File: config.mk
export PLATFORM = sky130hd
export DESIGN_NAME = pc_gen_way0
export DESIGN_NICKNAME = d
export VERILOG_FILES = /design/src/rtl/pc_gen_way0.sv
export SDC_FILE = /design/constraint.sdc
export NUM_CORES = 1
export LEC_CHECK = 0
export CAP_MARGIN = 20
export CORE_MARGIN = 3
export CORE_UTILIZATION = 50
export CTS_BUF_LIST = sky130_fd_sc_hd__clkbuf_4 sky130_fd_sc_hd__clkbuf_8
export DETAILED_ROUTE_END_ITERATION = 16
export PLACE_DENSITY = 0.88
export SLEW_MARGIN = 30
export SYNTH_ARGS = -nofsm -noshare
export SYNTH_HDL_FRONTEND = slang
export SYNTH_SLANG_ARGS = --single-unit
File: constraint.sdc
create_clock -name clk -period 2.6 [get_ports clk]
set_clock_uncertainty 0.1 [all_clocks]
set_input_delay 0.52 -clock clk [delete_from_list [all_inputs] [get_ports clk]]
set_output_delay 0.52 -clock clk [all_outputs]
set_load 0.05 [all_outputs]
File: src/rtl/pc_gen_way0.sv
// pc_gen_way0: way-0 program counter and fetch-request generator.
// Issues one fetch address per cycle under a valid/ready handshake, caps the
// number of in-flight memory requests, and after a redirect flags the stale
// responses of the old path for discard until they have drained.
module pc_gen_way0 #(
   parameter logic [31:0] RESET_PC        = 32'h8000_0000,
   parameter logic [31:0] PC_STEP         = 32'd8,
   parameter int          MAX_OUTSTANDING = 2
) (
   input  logic        clk,
   input  logic        reset,
   input  logic        ready_i,
   input  logic        dataOk_i,
   input  logic        jumpFlag_i,
   input  logic [31:0] jumpAddr_i,
   output logic        valid_o,
   output logic [31:0] instAddr_o,
   output logic        discard_o,
   output logic [1:0]  outstanding_o
);

   typedef enum logic [1:0] {
      BOOT  = 2'd0,
      RUN   = 2'd1,
      DRAIN = 2'd2
   } state_t;

   localparam logic [1:0] MAX_OUT = 2'(MAX_OUTSTANDING);

   state_t      state;
   logic [31:0] pc;
   logic [1:0]  outstanding;
   logic [1:0]  stale_cnt;

   logic        accept;
   logic        resp;
   logic [1:0]  out_after_resp;
   logic [31:0] jump_target;

   // The target is forced word aligned; its low two bits are deliberately dropped.
   logic        unused_jump_lsb;
   assign unused_jump_lsb = ^jumpAddr_i[1:0];

   // Handshake, response bookkeeping and redirect target decoding.
   always_comb begin
      valid_o        = (state == RUN) && !jumpFlag_i && (outstanding < MAX_OUT);
      accept         = valid_o && ready_i;
      // A response with nothing in flight is not ours to count.
      resp           = dataOk_i && (outstanding != 2'd0);
      out_after_resp = outstanding - {1'b0, resp};
      discard_o      = (state == DRAIN) && dataOk_i;
      jump_target    = {jumpAddr_i[31:2], 2'b00};
   end

   assign instAddr_o    = pc;
   assign outstanding_o = outstanding;

   // Sequencer: BOOT lasts one cycle, RUN issues, DRAIN waits out stale responses.
   always_ff @(posedge clk or posedge reset) begin
      if (reset) begin
         state       <= BOOT;
         pc          <= RESET_PC;
         outstanding <= 2'd0;
         stale_cnt   <= 2'd0;
      end else begin
         outstanding <= out_after_resp + {1'b0, accept};
         case (state)
            BOOT: begin
               // A redirect here is ignored; the first fetch is always RESET_PC.
               state <= RUN;
            end
            RUN: begin
               if (jumpFlag_i) begin
                  pc <= jump_target;
                  // Whatever is still in flight after this cycle's response belongs
                  // to the abandoned path.
                  if (out_after_resp != 2'd0) begin
                     state     <= DRAIN;
                     stale_cnt <= out_after_resp;
                  end
               end else if (accept) begin
                  pc <= pc + PC_STEP;
               end
            end
            DRAIN: begin
               // A further redirect only moves the PC; the stale count is unaffected.
               if (jumpFlag_i) begin
                  pc <= jump_target;
               end
               if (stale_cnt == 2'd0) begin
                  state <= RUN;
               end else if (resp) begin
                  stale_cnt <= stale_cnt - 2'd1;
                  if (stale_cnt == 2'd1) begin
                     state <= RUN;
                  end
               end
            end
            default: begin
               state     <= BOOT;
               stale_cnt <= 2'd0;
            end
         endcase
      end
   end

endmodule

# Word level (Yosys, flattened, before mapping)
# Cells that the tools add are included.
# W data, S select, Z words.
# classes
n_mux,15
n_eq_ne,11
add_sub_neg,4
magnitude_cmp,1
bitwise_logic,1
reduce_logical,14
# ops
operator,count
$mux W32,3
$pmux W32 S2,1
$add A32 B4 Y32 const B,1
$mux W2,9
$pmux W2 S3,2
$ne A2 B2 Y1 const B,4
$reduce_bool A2 Y1,3
$logic_and A1 B1 Y1,5
$reduce_and A5 Y1,1
$eq A2 B1 Y1 const B,2
$logic_not A2 Y1,2
$reduce_and A4 Y1,1
$ne A3 B1 Y1 const B,1
$ne A3 B2 Y1 const B,1
$ne A3 B3 Y1 const B,1
$reduce_and A3 Y1,1
$add A2 B1 Y2,1
$eq A2 B2 Y1 const B,1
$lt A2 B2 Y1 const B,1
$ne A2 B1 Y1 const B,1
$sub A2 B1 Y2,1
$sub A2 B1 Y2 const B,1
$logic_not A1 Y1,1
$not A1 Y1,1
# word_totals
regBits,38
elab_cells,50
output_inout_bits,36
input_bits,37

# Logic depth before layout (Yosys ltp)
# depth
depth_word,7
depth_mapped,8

# Worst setup path before layout
# Ideal clock, no wire load.
# synth_timing
path_type,register to register
start,register state[1]
end,register pc[16] (netlist: instAddr_o[16])
path_stages_with_launch,8
slack_ps,67
arrival_ps,2364
required_ps,2430
path_buffers,1
setup_time_ps,70
cell_sequence,dfrtp_1 -> inv_1 -> ha_1 -> buf_4 -> nor3b_2 -> nand2_1 -> or4_1 -> nand3_1
# synth_via
elab_chain_cells,6
elab_cells_between_ends,10
classes_between,eq/ne (4); mux (1); reduce/logical (5)
# synth_rtl
element,line,rtl
from (decl),30,state_t state;
from (signal assigned),61,state <= BOOT;
from (signal assigned),70,state <= RUN;
from (signal assigned),78,state <= DRAIN;
$eq A2 B1 Y1,46,valid_o = (state == RUN) && !jumpFlag_i && (outstanding < MAX_OUT);
$logic_and A1 B1 Y1 (2 in series),46,
net valid_o,16,"output logic valid_o,"
$logic_and A1 B1 Y1,47,accept = valid_o && ready_i;
$ne A3 B3 Y1 (no line),n/a,
$reduce_and A3 Y1 (no line),n/a,
to (signal assigned),74,pc <= jump_target;
to (signal assigned),82,pc <= pc + PC_STEP;
to (signal assigned),88,pc <= jump_target;
to (decl),31,logic [31:0] pc;
# The timed path passes the listed nets, and every way through them passes these cells.
# A chain may end at the register's enable or synchronous reset.

# Final worst setup path
# layout_timing
start,register state[1]
end,output valid_o
# layout_via
elab_chain_cells,3
# layout_rtl
element,line
$eq A2 B1 Y1,46
$logic_and A1 B1 Y1 (2 in series),46
to (decl),16
# Every way passes these cells.

==> results.ini <==
[finish]
layout-area-overhead-vs-synth_pct=33.5
mostFrequentLayoutCells=sky130_fd_sc_hd__clkdlybuf4s50_1 (66), sky130_fd_sc_hd__dfrtp_1 (35), sky130_fd_sc_hd__nor2_1 (20), sky130_fd_sc_hd__nand2_1 (20), sky130_fd_sc_hd__a21oi_1 (19)
fin_util_pct=71.0
antenna_cells_inserted=0
layoutNonFillerInstCount=427
fillCellCount=379
final_design_area_no_fill_mm2=0.00344
final_common_cell=sky130_fd_sc_hd__clkdlybuf4s50_1
multi_input_area_mm2=0.00149
share_of_final_layout_standard_cells_stronger_than_drive_strength_1_pct=8.89
final-seq-area_um2=902
design.final.nets=406

[floorplanning]
ios=73
die-width_um=77.8
core-area_mm2=0.00485
floorplan_die_area_mm2=0.00605
die-height_um=77.8
rows=25
starting_utilization_of_the_core_area_pct=53.2

[worst_setup_path]
cp_max_fo=8
critical_path.max_stage_delay_ps=420
cp_slowest_cell=sky130_fd_sc_hd__dfrtp_1
reg2reg_depth=7
worst_setup_path_endpoint=valid_o
cell_class_contributing_the_biggest_share_of_worst_path_delay=buffers and inverters
critical_path_arrival_ps=1690
timing.reg2reg.setup_slack_ps=410
worstSetupStartpoint=state[1]
startpoint_kind_of_the_worst_setup_timing_path=flop
rr_startpoint=state[0]
worst_r2r_endpoint=instAddr_o[23]
crit_path_buf_inv_count=3
setup.worst_path.end_class=output port
critical_path_required_ps=1980
timing.critical_path.depth=5
setup.worst_path.class=reg -> out
path_cells=inv_1, ha_1, nor3b_2, buf_4, buf_12

[place]
dp_worst_setup_slack_ps=166
place.port_buffers=68
dp_hpwl_mm=5.33
post-place-cells=419
detailed_place.area_mm2=0.00331
routabilityCongestion=0.891

[yosys]
synth_flop_cell=sky130_fd_sc_hd__dfrtp_1
syn_std_cell_area_mm2=0.00258
synth_enable_flop_cells=0
yosysUniqueCellTypes=52
synth.yosys.warnings=0
synthesis.instances=295
post_synth.cell_area_avg_um2=8.74
async_flop_share_pct=100
post_synthesis_sequential_area_ratio_pct=35.0
library_cell_occupying_the_most_area_in_the_post_synthesis_netlist=sky130_fd_sc_hd__dfrtp_1
ys_seq_elements=36
synthDominantCellAreaShare_pct=34.0
netlist_top_cells_area=sky130_fd_sc_hd__dfrtp_1 (34%), sky130_fd_sc_hd__ha_1 (4.9%), sky130_fd_sc_hd__a21oi_1 (3.7%), sky130_fd_sc_hd__nand4_1 (3.4%), sky130_fd_sc_hd__o32ai_1 (3.1%)

[run]
drv_cap=0

[sta]
setup-tns-final_ps=0
time_the_worst_path_needs_with_i_o_delays_and_setup_ps=2310
achievable-frequency_mhz=432
final-setup-viol-count=0
worst_slew_margin_rel_pct=57.6
final_max_slew_violation_count=0
report.final.hold_viol_count=0
fin_hold_ws_ps=417
worstMarginPinSlew_ps=631
final_worst_path_cycle_share_pct=89.0
post-route-worst-setup-slack_ps=285
rsz0062_at_grt=no

[detailed_routing]
wire_per_inst_um=17.2
first_iter_violations=388
drt.antenna.violating_nets=0
drt-vias-per-instance=6.43
remaining_drc_errors=0
detailedRoute.firstPassIterationCount=5
routed_wirelength_mm=7.33
detailroute.via_count=2744

[clock_tree]
ctsHtreeMaxLevel=2
cts_tree=yes
cts-root-buf=sky130_fd_sc_hd__clkbuf_8
post-cts-setup-buffer-count=0
cts.hold.buffers_added=0
post_cts_resized=0
clk_latency_ps=300
number_of_cts_inserted_buffers=5
clock_pin_slew_reported_for_the_worst_setup_and_hold_paths_after_clock_tree_synthesis_ps=70
clock_path_buffers=2
cts_num_sinks=36

[min_path]
hp-class=reg -> reg

[global_routing]
vias_in_the_first_global_route=2613
initial_antenna_violation_count=0
maximum_number_of_pins_on_one_net_before_global_route_repair=37
grt_first_pass_wirelength_mm=12.5
groute.usage.overall_pct=25.1
grt_overflow=0

[power]
powerDensity_mw_per_mm2=1370
pleak_nw=1.32
design_power_total_mw=4.73
worst_ir_drop_vdd_uv=858

[outcome]
outcome=finished clean

## worst reg2reg max path: cells and delay by family, from the launching register on
kind,cells,cell delay [ps]
AO/OA/AOI/OAI,1,250
adder cells (fa/ha/maj),1,270
buffers and inverters,2,330
flip-flops,1,400
AND/OR/NAND/NOR,3,730
## synth_stat cells, types with 4 or more instances
cell type,count
sky130_fd_sc_hd__a211oi_1,6
sky130_fd_sc_hd__a21oi_1,19
sky130_fd_sc_hd__a311oi_1,7
sky130_fd_sc_hd__and2_1,6
sky130_fd_sc_hd__and3_1,5
sky130_fd_sc_hd__and4_1,5
sky130_fd_sc_hd__buf_2,4
sky130_fd_sc_hd__buf_4,5
sky130_fd_sc_hd__buf_6,4
sky130_fd_sc_hd__clkbuf_1,11
sky130_fd_sc_hd__dfrtp_1,35
sky130_fd_sc_hd__ha_1,10
sky130_fd_sc_hd__inv_1,10
sky130_fd_sc_hd__mux2i_1,4
sky130_fd_sc_hd__nand2_1,20
sky130_fd_sc_hd__nand3_1,14
sky130_fd_sc_hd__nand4_1,14
sky130_fd_sc_hd__nor2_1,20
sky130_fd_sc_hd__nor3_1,9
sky130_fd_sc_hd__nor3b_1,6
sky130_fd_sc_hd__nor4_1,8
sky130_fd_sc_hd__o211ai_1,5
sky130_fd_sc_hd__o21ai_0,12
sky130_fd_sc_hd__o22a_1,4
sky130_fd_sc_hd__o22ai_1,4
sky130_fd_sc_hd__o32ai_1,9
## worst min path at each step
stage / start / endpoint / slack, ps / cells after the start
after detailed placement: instAddr_o[2] / instAddr_o[2] / 400 / 1
after floorplan: stale_cnt[1] / stale_cnt[1] / 410 / 2
after global placement: instAddr_o[2] / instAddr_o[2] / 390 / 1
final: instAddr_o[2] / instAddr_o[2] / 420 / 1
after global routing: instAddr_o[2] / instAddr_o[2] / 430 / 1
after CTS: instAddr_o[2] / instAddr_o[2] / 420 / 1
## cell type report
type                       count  share of cell area [%]
timing repair buffer          81                    23.2
sequential                    36                    26.2
multi-input combinational    225                    43.4
clock inverter                 1                   0.873
inverter                      10                    1.09
tap                           67                    2.44
clock buffer                   7                    2.80
## layer usage
| metal | wire [um] | vias to the layer above | GRT usage [%] |
|---|---|---|---|
| met5 | 0 | - | 0 |
| met1 | 3130 | 1302 | 33.0 |
| met3 | 595 | 21 | 4.64 |
| met4 | 177 | 0 | 8.36 |
| met2 | 3430 | 155 | 41.4 |
| li1 | - | 1266 | - |
## cells by family after synthesis
logic type                 share of synthesized area [%]
and+or+nand+nor                                     26.9
AOI/OAI and AO/OA                                   22.8
DFF                                                 35.0
buffers and inverters                               7.23
adders and majority gates                           4.85
muxes                                               2.43
xor gates and xnor gates                           0.680
other                                              0.145
## where the power goes
group | internal, mW | total [mW] | switching (mW)
logic | 1.09 | 2.90 | 1.81
registers | 0.835 | 1.27 | 0.440
clock network | 0.338 | 0.552 | 0.213
total | 2.26 | 4.73 | 2.46
## registers in the layout, summed over array words and instances, names as in the netlist
signal         cells
instAddr_o        30
stale_cnt          2
outstanding_o      2
state              2
No activity file was read; power rests on OpenSTA's default activity.
